$ cat src/rtl/mpt_pkg.sv
// Shared types and constants for the PLB port arbiter.
package mpt_pkg;

    typedef enum logic {
        PLB_OWNER_LOOKUP = 1'b0,
        PLB_OWNER_REFILL = 1'b1
    } plb_arb_owner_e;

    typedef enum logic [1:0] {
        IDLE        = 2'd0,
        LOCK_LOOKUP = 2'd1,
        LOCK_REFILL = 2'd2
    } plb_arb_state_e;

    localparam int unsigned PLB_ARB_DEFAULT_OUTSTANDING = 4;

endpackage

$ cat src/rtl/plb_owner_tracker.sv
// In-order FIFO of 1-bit owner IDs for outstanding PLB transactions.
module plb_owner_tracker
    import mpt_pkg::*;
#(
    parameter int unsigned DEPTH = PLB_ARB_DEFAULT_OUTSTANDING
) (
    input  logic           clk_i,
    input  logic           rst_ni,
    input  logic           push_i,
    input  plb_arb_owner_e push_owner_i,
    input  logic           pop_i,
    output plb_arb_owner_e head_owner_o,
    output logic           full_o,
    output logic           empty_o,
    output logic           empty_next_o
);

    localparam int unsigned PTR_W = (DEPTH > 1) ? $clog2(DEPTH) : 1;
    localparam int unsigned CNT_W = PTR_W + 1;
    localparam logic [PTR_W-1:0] PTR_ONE = PTR_W'(1);
    localparam logic [CNT_W-1:0] CNT_ONE = CNT_W'(1);

    logic [DEPTH-1:0] mem_q, mem_d;
    logic [PTR_W-1:0] wr_ptr_q, wr_ptr_d, rd_ptr_q, rd_ptr_d;
    logic [CNT_W-1:0] count_q, count_d;
    logic             do_push, do_pop;

    assign empty_o = (count_q == '0);
    assign full_o  = (count_q == CNT_W'(DEPTH));
    assign do_pop  = pop_i && !empty_o;
    // A full FIFO still accepts a push when the head leaves in the same cycle.
    assign do_push = push_i && (!full_o || do_pop);

    always_comb begin
        mem_d    = mem_q;
        wr_ptr_d = wr_ptr_q;
        rd_ptr_d = rd_ptr_q;
        count_d  = count_q;
        if (do_push) begin
            mem_d[wr_ptr_q] = push_owner_i;
            wr_ptr_d        = wr_ptr_q + PTR_ONE;
        end
        if (do_pop) begin
            rd_ptr_d = rd_ptr_q + PTR_ONE;
        end
        unique case ({do_push, do_pop})
            2'b10:   count_d = count_q + CNT_ONE;
            2'b01:   count_d = count_q - CNT_ONE;
            default: count_d = count_q;
        endcase
    end

    always_ff @(posedge clk_i or negedge rst_ni) begin
        if (!rst_ni) begin
            mem_q    <= '0;
            wr_ptr_q <= '0;
            rd_ptr_q <= '0;
            count_q  <= '0;
        end else begin
            mem_q    <= mem_d;
            wr_ptr_q <= wr_ptr_d;
            rd_ptr_q <= rd_ptr_d;
            count_q  <= count_d;
        end
    end

    assign head_owner_o = plb_arb_owner_e'(mem_q[rd_ptr_q]);
    assign empty_next_o = (count_d == '0);

endmodule

$ cat src/rtl/plb_port_arbiter.sv
// Shares the PLB MEM port between lookup and refill with in-order response routing.
// Optional macro PLB_ARB_PERF_CNT_EN adds grant/stall performance counters.
module plb_port_arbiter
    import mpt_pkg::*;
#(
    parameter int unsigned DATA_WIDTH      = 64,
    parameter int unsigned ADDR_WIDTH      = 64,
    parameter int unsigned MAX_OUTSTANDING = PLB_ARB_DEFAULT_OUTSTANDING,
    parameter int unsigned STARVE_LIMIT    = 8
) (
    input  logic                    clk_i,
    input  logic                    rst_ni,

    input  logic                    lookup_slave_mem_req,
    output logic                    lookup_slave_mem_gnt,
    output logic                    lookup_slave_mem_valid,
    input  logic [ADDR_WIDTH-1:0]   lookup_slave_mem_addr,
    input  logic [DATA_WIDTH-1:0]   lookup_slave_mem_wdata,
    input  logic                    lookup_slave_mem_we,
    input  logic [DATA_WIDTH/8-1:0] lookup_slave_mem_be,
    output logic [DATA_WIDTH-1:0]   lookup_slave_mem_rdata,
    output logic                    lookup_slave_mem_error,

    input  logic                    refill_slave_mem_req,
    output logic                    refill_slave_mem_gnt,
    output logic                    refill_slave_mem_valid,
    input  logic [ADDR_WIDTH-1:0]   refill_slave_mem_addr,
    input  logic [DATA_WIDTH-1:0]   refill_slave_mem_wdata,
    input  logic                    refill_slave_mem_we,
    input  logic [DATA_WIDTH/8-1:0] refill_slave_mem_be,
    output logic [DATA_WIDTH-1:0]   refill_slave_mem_rdata,
    output logic                    refill_slave_mem_error,

    output logic                    plb_master_mem_req,
    output logic [ADDR_WIDTH-1:0]   plb_master_mem_addr,
    output logic [DATA_WIDTH-1:0]   plb_master_mem_wdata,
    output logic                    plb_master_mem_we,
    output logic [DATA_WIDTH/8-1:0] plb_master_mem_be,
    input  logic                    plb_master_mem_gnt,
    input  logic                    plb_master_mem_valid,
    input  logic [DATA_WIDTH-1:0]   plb_master_mem_rdata,
    input  logic                    plb_master_mem_error,

    input  logic                    drain_req_i,
    output logic                    drain_ack_o,
    output logic                    protocol_error_o
`ifdef PLB_ARB_PERF_CNT_EN
    ,
    output logic [31:0]             perf_lookup_grants_o,
    output logic [31:0]             perf_refill_grants_o,
    output logic [31:0]             perf_lookup_stall_o
`endif
);

    // state       | meaning
    // IDLE        | no winner held; pick refill first unless lookup is starved
    // LOCK_LOOKUP | lookup won but is not yet granted; keep it selected
    // LOCK_REFILL | refill won but is not yet granted; keep it selected

    localparam int unsigned SC_W = $clog2(STARVE_LIMIT + 1);
    localparam logic [SC_W-1:0] SC_MAX = SC_W'(STARVE_LIMIT);
    localparam logic [SC_W-1:0] SC_ONE = SC_W'(1);

    plb_arb_state_e state_q, state_d;
    plb_arb_owner_e winner, head_owner;
    logic           winner_valid, lock_violation, starved;
    logic           issue_en, grant_fire, resp_fire, sel_refill;
    logic           trk_full, trk_empty, trk_empty_next;
    logic [SC_W-1:0] starve_cnt_q, starve_cnt_d;
    logic           proto_err_q, proto_err_d;
    logic           drain_ack_q;

    assign starved = (starve_cnt_q == SC_MAX);

    always_ff @(posedge clk_i or negedge rst_ni) begin
        if (!rst_ni) begin
            state_q <= IDLE;
        end else begin
            state_q <= state_d;
        end
    end

    always_comb begin
        state_d = IDLE;
        if (!lock_violation && winner_valid && !grant_fire) begin
            state_d = (winner == PLB_OWNER_REFILL) ? LOCK_REFILL : LOCK_LOOKUP;
        end
    end

    always_comb begin
        winner_valid   = 1'b0;
        winner         = PLB_OWNER_LOOKUP;
        lock_violation = 1'b0;
        unique case (state_q)
            IDLE: begin
                if (refill_slave_mem_req && !(lookup_slave_mem_req && starved)) begin
                    winner_valid = 1'b1;
                    winner       = PLB_OWNER_REFILL;
                end else if (lookup_slave_mem_req) begin
                    winner_valid = 1'b1;
                end
            end
            LOCK_LOOKUP: begin
                winner_valid   = lookup_slave_mem_req;
                lock_violation = !lookup_slave_mem_req;
            end
            LOCK_REFILL: begin
                winner_valid   = refill_slave_mem_req;
                winner         = PLB_OWNER_REFILL;
                lock_violation = !refill_slave_mem_req;
            end
            default: ;
        endcase
    end

    // A response in the same cycle frees a slot, so a full tracker may still issue.
    assign issue_en   = !drain_req_i && (!trk_full || plb_master_mem_valid);
    assign sel_refill = (winner == PLB_OWNER_REFILL);

    assign plb_master_mem_req   = winner_valid && issue_en;
    assign plb_master_mem_addr  = sel_refill ? refill_slave_mem_addr  : lookup_slave_mem_addr;
    assign plb_master_mem_wdata = sel_refill ? refill_slave_mem_wdata : lookup_slave_mem_wdata;
    assign plb_master_mem_we    = sel_refill ? refill_slave_mem_we    : lookup_slave_mem_we;
    assign plb_master_mem_be    = sel_refill ? refill_slave_mem_be    : lookup_slave_mem_be;

    assign grant_fire           = plb_master_mem_req && plb_master_mem_gnt;
    assign lookup_slave_mem_gnt = grant_fire && !sel_refill;
    assign refill_slave_mem_gnt = grant_fire && sel_refill;

    plb_owner_tracker #(
        .DEPTH (MAX_OUTSTANDING)
    ) u_tracker (
        .clk_i        (clk_i),
        .rst_ni       (rst_ni),
        .push_i       (grant_fire),
        .push_owner_i (winner),
        .pop_i        (plb_master_mem_valid),
        .head_owner_o (head_owner),
        .full_o       (trk_full),
        .empty_o      (trk_empty),
        .empty_next_o (trk_empty_next)
    );

    assign resp_fire              = plb_master_mem_valid && !trk_empty;
    assign lookup_slave_mem_valid = resp_fire && (head_owner == PLB_OWNER_LOOKUP);
    assign refill_slave_mem_valid = resp_fire && (head_owner == PLB_OWNER_REFILL);
    assign lookup_slave_mem_rdata = lookup_slave_mem_valid ? plb_master_mem_rdata : '0;
    assign refill_slave_mem_rdata = refill_slave_mem_valid ? plb_master_mem_rdata : '0;
    assign lookup_slave_mem_error = lookup_slave_mem_valid && plb_master_mem_error;
    assign refill_slave_mem_error = refill_slave_mem_valid && plb_master_mem_error;

    always_comb begin
        starve_cnt_d = starve_cnt_q;
        if (lookup_slave_mem_req && refill_slave_mem_gnt) begin
            starve_cnt_d = starved ? starve_cnt_q : starve_cnt_q + SC_ONE;
        end else if (!lookup_slave_mem_req || lookup_slave_mem_gnt) begin
            starve_cnt_d = '0;
        end
    end

    assign proto_err_d = proto_err_q || lock_violation || (plb_master_mem_valid && trk_empty);

    always_ff @(posedge clk_i or negedge rst_ni) begin
        if (!rst_ni) begin
            starve_cnt_q <= '0;
            proto_err_q  <= 1'b0;
            drain_ack_q  <= 1'b1;
        end else begin
            starve_cnt_q <= starve_cnt_d;
            proto_err_q  <= proto_err_d;
            drain_ack_q  <= trk_empty_next;
        end
    end

    assign drain_ack_o      = drain_ack_q;
    assign protocol_error_o = proto_err_q;

`ifdef PLB_ARB_PERF_CNT_EN
    logic [31:0] perf_lg_q, perf_rg_q, perf_ls_q;

    always_ff @(posedge clk_i or negedge rst_ni) begin
        if (!rst_ni) begin
            perf_lg_q <= '0;
            perf_rg_q <= '0;
            perf_ls_q <= '0;
        end else begin
            perf_lg_q <= perf_lg_q + 32'(lookup_slave_mem_gnt);
            perf_rg_q <= perf_rg_q + 32'(refill_slave_mem_gnt);
            perf_ls_q <= perf_ls_q + 32'(lookup_slave_mem_req && !lookup_slave_mem_gnt);
        end
    end

    assign perf_lookup_grants_o = perf_lg_q;
    assign perf_refill_grants_o = perf_rg_q;
    assign perf_lookup_stall_o  = perf_ls_q;
`endif

endmodule

$ cat config.mk
export PLATFORM = sky130hd
export DESIGN_NAME = plb_port_arbiter
export DESIGN_NICKNAME = d
export VERILOG_FILES = /design/src/rtl/mpt_pkg.sv /design/src/rtl/plb_owner_tracker.sv /design/src/rtl/plb_port_arbiter.sv
export SDC_FILE = /design/constraint.sdc
export NUM_CORES = 1
export LEC_CHECK = 0
export CORE_AREA = 2 2 242 244
export CTS_BUF_LIST = sky130_fd_sc_hd__clkbuf_4 sky130_fd_sc_hd__clkbuf_8 sky130_fd_sc_hd__clkbuf_16
export DETAILED_ROUTE_END_ITERATION = 6
export DIE_AREA = 0 0 244 246
export PLACE_DENSITY = 0.3
export SYNTH_ARGS = -nofsm -noshare
export SYNTH_HDL_FRONTEND = slang
export SYNTH_HIERARCHICAL = 1
export SYNTH_SLANG_ARGS = --single-unit
$ cat constraint.sdc
create_clock -name clk_i -period 3.67 [get_ports clk_i]
set_input_delay 1.101 -clock clk_i [delete_from_list [all_inputs] [get_ports clk_i]]
set_output_delay 1.101 -clock clk_i [all_outputs]
set_load 0.01 [all_outputs]
==> impl_metrics.tcl, run 1 <==
set metrics [dict create \
    outcome "complete, no violations" \
    synth.top_cells.by_count "132 x and2_1, 76 x mux2_4, 61 x mux2_2, 18 x dfrtp_1, 14 x nand2_1" \
    initial_core_util_pct 7.28 \
    fin_cells 1882 \
    worst_path_largest_cell_delay_ns 0.32 \
    min_to "u_tracker/rd_ptr_q[1]" \
    nets 1467 \
    synth_ff_type "dfrtp_1" \
    design_area_um2 12100 \
    synth-edff-count 0 \
    grt_use_total_pct 11.7 \
    max-clock-path-buffers 2 \
    yosysMostFrequentCell "and2_1" \
    num_rows 88 \
    hp-start "u_tracker/rd_ptr_q[1]" \
    path_clk_slew_ns 0.06 \
    power.density_nw_per_um2 597 \
    ys_seq_area_share_pct 11.4 \
    synth_area_leaders "mux2_4 27%, and2_1 20%, mux2_2 16%" \
    ys_types 43 \
    finClkSkew_ns 0.00533 \
    finalHoldViolCount 0 \
    drc 0 \
    drtIter0Drc 113 \
    yosys_warnings 6 \
    grt_pass1_wl_mm 49.7 \
    syn-cell-area_um2 4170 \
    ios 620 \
    drive_gt1_share_pct 30.7 \
    dp_hpwl_mm 32.6 \
    critPathArrivalTime_ns 2.51 \
    min_period_ns 3.61 \
    worst-r2r-setup-slack_ns 0.60 \
    regToRegStartpoint "u_tracker/count_q[1]" \
    dieArea_um2 60000 \
    crit_path_top_delay_cell "mux2_2" \
    overflow 0 \
    critPathCaptureType "output port" \
    avgSynthCellArea_um2 9.49 \
    async_flop_share_pct 100 \
    core_area_um2 57400 \
    cts-root-buf "clkbuf_16" \
    htree_levels 1 \
    post_dp_cell_area_um2 11500 \
    vdd_ir_drop_max_mv 0.265 \
    grt_pass1_vias 6095 \
    placed_cells 1829 \
    power_leakage_nw 5.62 \
    slew_headroom_pct 73.8 \
    wl_per_cell_um 20.1 \
    cts_made_buffers 3 \
    routed_wirelength_mm 37.8 \
    die_w_um 244 \
    syn_inst 440 \
    syn_nets 797 \
    fmax_ghz 0.277 \
    grt_setup_unrepaired "true" \
    maxCapViolations 0 \
    slew_viol_final 0 \
    timing.rr.end "u_tracker/count_q[2]" \
    setup_tns_ns 0 \
    drt-pass1-iter-count 4 \
    tritoncts "built" \
    vias 5905 \
    die_h_um 246 \
    antenna_found_initial 16 \
    hold_buffers 0 \
    cp_cell_sequence "buf_8, a21oi_4, a31o_4, buf_12, buf_8, buf_12, buf_16, mux2_2, buf_2" \
    clock_latency_ns 0.25 \
    synth_seq_cells 19 \
    rr_worst_depth 13 \
    ant_nets 0 \
    startpoint_type "primary input" \
    synth_top_cell_by_area "mux2_4" \
    critPathRequiredTime_ns 2.57 \
    portBuffers 619 \
    cts.sink_count 19 \
    netlist.area_leader.share_pct 27.3 \
    finalSetupViolCount 0 \
    path_class "in -> out" \
    gp_congestion 0.824 \
    worst_slew_pin_slew_ns 0.389 \
    routed_via_density 3.14 \
    hold_class "reg -> reg" \
    worstPathMaxFanout 5 \
    worst_hold_slack_ns 0.493 \
    fin_crit_sh_pct 98.4 \
    hold_depth 1 \
    area_delta_synth_final_pct 189 \
    grt_max_degree 20 \
]
worst max-delay path, delay by kind of cell:
| kind | cells | cell delay (ns) |
|---|---|---|
| AO/OA/AOI/OAI | 2 | 0.36 |
| buffers and inverters | 6 | 0.72 |
| multiplexers | 1 | 0.32 |
layout by cell type, fill, tap and decap left out, types with 3 or more instances in the layout:
master / synthesis / layout
clkdlybuf4s50_1: 0 / 386
and2_1: 132 / 132
dlygate4sd2_1: 0 / 89
mux2_4: 76 / 81
buf_2: 9 / 57
mux2_2: 61 / 56
buf_4: 1 / 44
buf_6: 12 / 28
buf_12: 0 / 24
clkdlybuf4s15_1: 0 / 22
dlymetal6s2s_1: 0 / 18
dfrtp_1: 18 / 18
nand2_1: 14 / 14
inv_1: 11 / 11
nor2_1: 10 / 10
clkbuf_2: 0 / 10
ha_1: 10 / 9
clkdlybuf4s15_2: 0 / 9
diode_2: 0 / 8
buf_16: 0 / 7
o21ai_0: 6 / 6
and3b_1: 7 / 6
nand3_1: 5 / 5
mux2_1: 5 / 5
nor2b_1: 4 / 4
nor3b_1: 6 / 4
buf_8: 0 / 4
xnor2_1: 4 / 4
a21oi_1: 5 / 3
o211ai_1: 3 / 3
clkbuf_16: 0 / 3
bufbuf_16: 0 / 3
through the flow:
stage               power (mW)  utilization, %  worst slack [ns]
floorplan                 3.20               -             0.462
global placement          6.41            20.1            -0.772
detailed placement        6.33            20.1            -0.746
CTS                       7.48            21.0           -0.0791
global route              7.70            21.0           -0.0168
finish                    7.21            21.1            0.0582
logic make-up (layout without fill, tap and decap cells):
group / Yosys count / in the layout / synth area share [%]
buffers and inverters: 49 / 717 / 6.92
AND/OR/NAND/NOR: 189 / 189 / 27.7
adder cells (fa/ha/maj): 11 / 11 / 3.48
other: 0 / 8 / 0
AO/OA/AOI/OAI: 24 / 25 / 3.72
multiplexers: 143 / 143 / 45.7
XOR/XNOR: 5 / 5 / 1.05
flip-flops: 19 / 19 / 11.4
state kept, by name (all words and copies together) (netlist names):
name and flops:
starve_cnt_q 4, u_tracker/mem_q 4, u_tracker/count_q 3, state_q 2, u_tracker/rd_ptr_q 2, u_tracker/wr_ptr_q 2, drain_ack_o 1, protocol_error_o 1
what timing repair did:
action / in CTS / in global routing
cloned: 15 / 0
endpoints found under the hold margin: 0 / 0
gates resized for setup: 549 / 58
buffers inserted: 27 / 4
endpoints found under the setup margin: 272 / 97
pin swaps: 4 / 1
power breakdown:
part | switching (mW) | total, mW | internal (mW)
sequential | 0.0724 | 0.363 | 0.290
combinational | 2.66 | 6.61 | 3.95
clock | 0.0799 | 0.235 | 0.155
total | 2.82 | 7.21 | 4.40
routing by layer:
layer  track usage (%)  up-vias  part of all wire, %
met5                 0        -                 0.12
met4              2.71        8                  1.6
met3              2.84       22                  7.2
met2              21.4      326                   52
met1              13.6     2694                   39
li1                  -     2855                    -
layout make-up:
cell class                 count  area, µm²
clock buffer                   4       82.6
antenna                        8       20.0
sequential                    19        477
timing repair buffer         701       7000
multi-input combinational    373       3490
tap                          765        957
fill                        6378      45300
inverter                      12       45.0
how the worst max path moves through the flow:
stage | start | end | slack [ns] | depth (start not counted)
global route | refill_slave_mem_req | plb_master_mem_addr[2] | -0.02 | 9
global placement | refill_slave_mem_req | plb_master_mem_addr[14] | -0.77 | 6
floorplan | plb_master_mem_valid | drain_ack_o | 0.46 | 11
finish | refill_slave_mem_req | plb_master_mem_addr[2] | 0.06 | 9
detailed placement | refill_slave_mem_req | plb_master_mem_addr[14] | -0.75 | 6
CTS | refill_slave_mem_req | plb_master_mem_be[6] | -0.08 | 9
Note: power is estimated with default switching activity, not from simulation.
==> run 2, diff against run 1 <==
--- a/config.mk
+++ b/config.mk
@@ -5,6 +5,7 @@
 export SDC_FILE = /design/constraint.sdc
 export NUM_CORES = 1
 export LEC_CHECK = 0
+export ABC_AREA = 0
 export CORE_AREA = 2 2 242 244
 export CTS_BUF_LIST = sky130_fd_sc_hd__clkbuf_4 sky130_fd_sc_hd__clkbuf_8 sky130_fd_sc_hd__clkbuf_16
 export DETAILED_ROUTE_END_ITERATION = 6
==> results of run 2 <==
No change in the layout: final DEF, timing and power equal those of run 1.
==> run 3, diff against run 2 <==
--- a/config.mk
+++ b/config.mk
@@ -10,6 +10,8 @@
 export CTS_BUF_LIST = sky130_fd_sc_hd__clkbuf_4 sky130_fd_sc_hd__clkbuf_8 sky130_fd_sc_hd__clkbuf_16
 export DETAILED_ROUTE_END_ITERATION = 6
 export DIE_AREA = 0 0 244 246
+export GPL_ROUTABILITY_DRIVEN = 0
+export GPL_TIMING_DRIVEN = 0
 export PLACE_DENSITY = 0.3
 export SYNTH_ARGS = -nofsm -noshare
 export SYNTH_HDL_FRONTEND = slang
==> run 3 against run 2 <==
Against the previous run:
- non-clock buffer count decreased by 14
- worst hold slack got worse by 0.021 ns
- die area unchanged
- fmax decreased by 0.12%
- final area decreased by 2.4%
- sequential power decreased by 4%
- clock-buffer cell count decreased by 1
==> impl_metrics.tcl, run 3 (synthesis gave the netlist of run 1 again) <==
set metrics [dict create \
    finalHoldViolCount 0 \
    core_area_um2 57400 \
    cts-root-buf "clkbuf_16" \
    setup_ws_ns 0.0537 \
    drtIter0Drc 127 \
    worst_slew_pin_slew_ns 0.975 \
    nets 1452 \
    routed_via_density 3.16 \
    drt-pass1-iter-count 4 \
    outcome "complete, no violations" \
    power_leakage_nw 5.88 \
    power.density_nw_per_um2 588 \
    portBuffers 619 \
    max-clock-path-buffers 2 \
    worstPathMaxFanout 6 \
    critPathArrivalTime_ns 2.52 \
    crit_start "refill_slave_mem_req" \
    vias 5878 \
    slew_headroom_pct 34.8 \
    overflow 0 \
    critPathRequiredTime_ns 2.57 \
    maxCapViolations 0 \
    fin_cells 1860 \
    cpMostUsedCell "buf_12" \
    critPathCaptureType "output port" \
    hold_buffers 0 \
    reg.largest.list "starve_cnt_q: 4 flops, u_tracker/mem_q: 4 flops, u_tracker/count_q: 3 flops" \
    clock_latency_ns 0.25 \
    path_clk_slew_ns 0.06 \
    drive_gt1_share_pct 30.9 \
    finalSetupViolCount 0 \
    die_w_um 244 \
    die_h_um 246 \
    crit_path_top_delay_cell "mux2_4" \
    vdd_ir_drop_max_mv 0.218 \
    hold_class "reg -> reg" \
    worst_hold_slack_ns 0.472 \
    dp_hpwl_mm 32.7 \
    grt_pass1_wl_mm 48.4 \
    drc 0 \
    cp_cell_sequence "buf_8, a21oi_2, a31o_1, buf_12, buf_12, buf_12, clkbuf_16, mux2_4, buf_2" \
    dp_slack_ns -1.61 \
    critical_path_buf_inv_count 6 \
    hp-start "protocol_error_o" \
    path_class "in -> out" \
    dieArea_um2 60000 \
    min_to "protocol_error_o" \
    path_delay_family "buffers and inverters" \
    finClkSkew_ns 0.00295 \
    ios 620 \
    fmax_ghz 0.277 \
    min_period_ns 3.62 \
    regToRegStartpoint "u_tracker/count_q[0]" \
    tritoncts "built" \
    ant_nets 0 \
    grt_pass1_vias 5952 \
    grt_use_total_pct 11.3 \
    timing.rr.end "drain_ack_o" \
    cts.sink_count 19 \
    startpoint_type "primary input" \
    rr_worst_depth 15 \
    slew_viol_final 0 \
    grt_setup_unrepaired "false" \
    mostFrequentLayoutCell "clkdlybuf4s50_1" \
    post_dp_cell_area_um2 11300 \
    placed_cells 1824 \
    worst_path_largest_cell_delay_ns 0.29 \
    grt_max_degree 20 \
    fin_crit_sh_pct 98.5 \
    most-common-layout-cells "378 x clkdlybuf4s50_1, 132 x and2_1, 87 x buf_2" \
    wl_per_cell_um 19.8 \
    initial_core_util_pct 7.28 \
    antenna_found_initial 9 \
    area_delta_synth_final_pct 182 \
    cts_made_buffers 3 \
    num_rows 88 \
    htree_levels 1 \
    worst-r2r-setup-slack_ns 0.27 \
    design_area_um2 11800 \
    hold_depth 2 \
    routed_wirelength_mm 36.9 \
]
run 3: cell count changes in the layout (fill, tap and decap cells not counted), moves of 9 or more:
cell             delta
buf_2              +30
dlymetal6s2s_1     +30
buf_4              -24
dlygate4sd2_1      -19
clkdlybuf4s15_1    -12
clkbuf_8            +9
buf_6              -12
run 3: per-layer routing:
layer	track usage [%]	share of wire, %	vias up	routed length (µm)
met3	3.83	9.0	19	3320
met5	0	0.062	-	23
li1	-	-	2819	-
met2	21.9	54	329	19800
met4	1.15	0.67	4	248
met1	12.1	37	2707	13500
run 3: cell type report:
cell class	instances	area, µm²
Fill cell	6387	45600
Antenna cell	1	2.50
Timing Repair Buffer	653	6270
Multi-Input combinational cell	372	3490
Buffer	34	468
Tap cell	765	957
Clock inverter	1	5.00
Clock buffer	3	75.1
Inverter	12	47.5
Sequential cell	19	477
run 3: worst reg2reg max path: stages, from the launching register on:
cell,delay [ns]
dfrtp_1,0.37
buf_6,0.13
or2_1,0.19
buf_2,0.17
nor2_1,0.09
nor2b_2,0.30
nor3b_4,0.11
nand2_1,0.15
inv_1,0.10
clkbuf_4,0.19
buf_4,0.19
or2_2,0.31
fa_2,0.39
nor3b_2,0.25
a211oi_1,0.12
o31ai_1,0.24
run 3: worst max path at each step:
stage	end	slack [ns]	cells past startpoint
finish	plb_master_mem_wdata[40]	0.05	9
global route	plb_master_mem_wdata[38]	0.0003	9
CTS	plb_master_mem_addr[11]	-0.09	7
detailed placement	lookup_slave_mem_rdata[38]	-1.61	6
global placement	lookup_slave_mem_rdata[32]	-1.63	6
floorplan	drain_ack_o	0.46	11
run 3: through the flow:
stage / util [%] / TNS [ns] / power (mW)
after CTS: 20.4 / -0.386 / 7.16
after detailed placement: 19.7 / -269.09 / 6.23
final: 20.6 / 0 / 6.93
after floorplan: - / 0 / 3.20
after global routing: 20.5 / 0 / 7.40
after global placement: 19.7 / -270.85 / 6.32
run 3: power breakdown:
group	internal [mW]	leakage [nW]	switching, mW	total, mW
clock	0.146	0.0409	0.0846	0.231
sequential	0.290	0.236	0.0591	0.350
combinational	3.68	5.61	2.67	6.35
run 3: repair_timing:
action,4_1_cts,5_1_grt
gates cloned,8,2
endpoints found under the setup margin,279,111
pin swaps,2,3
resized for setup,627,88
setup buffers,25,1
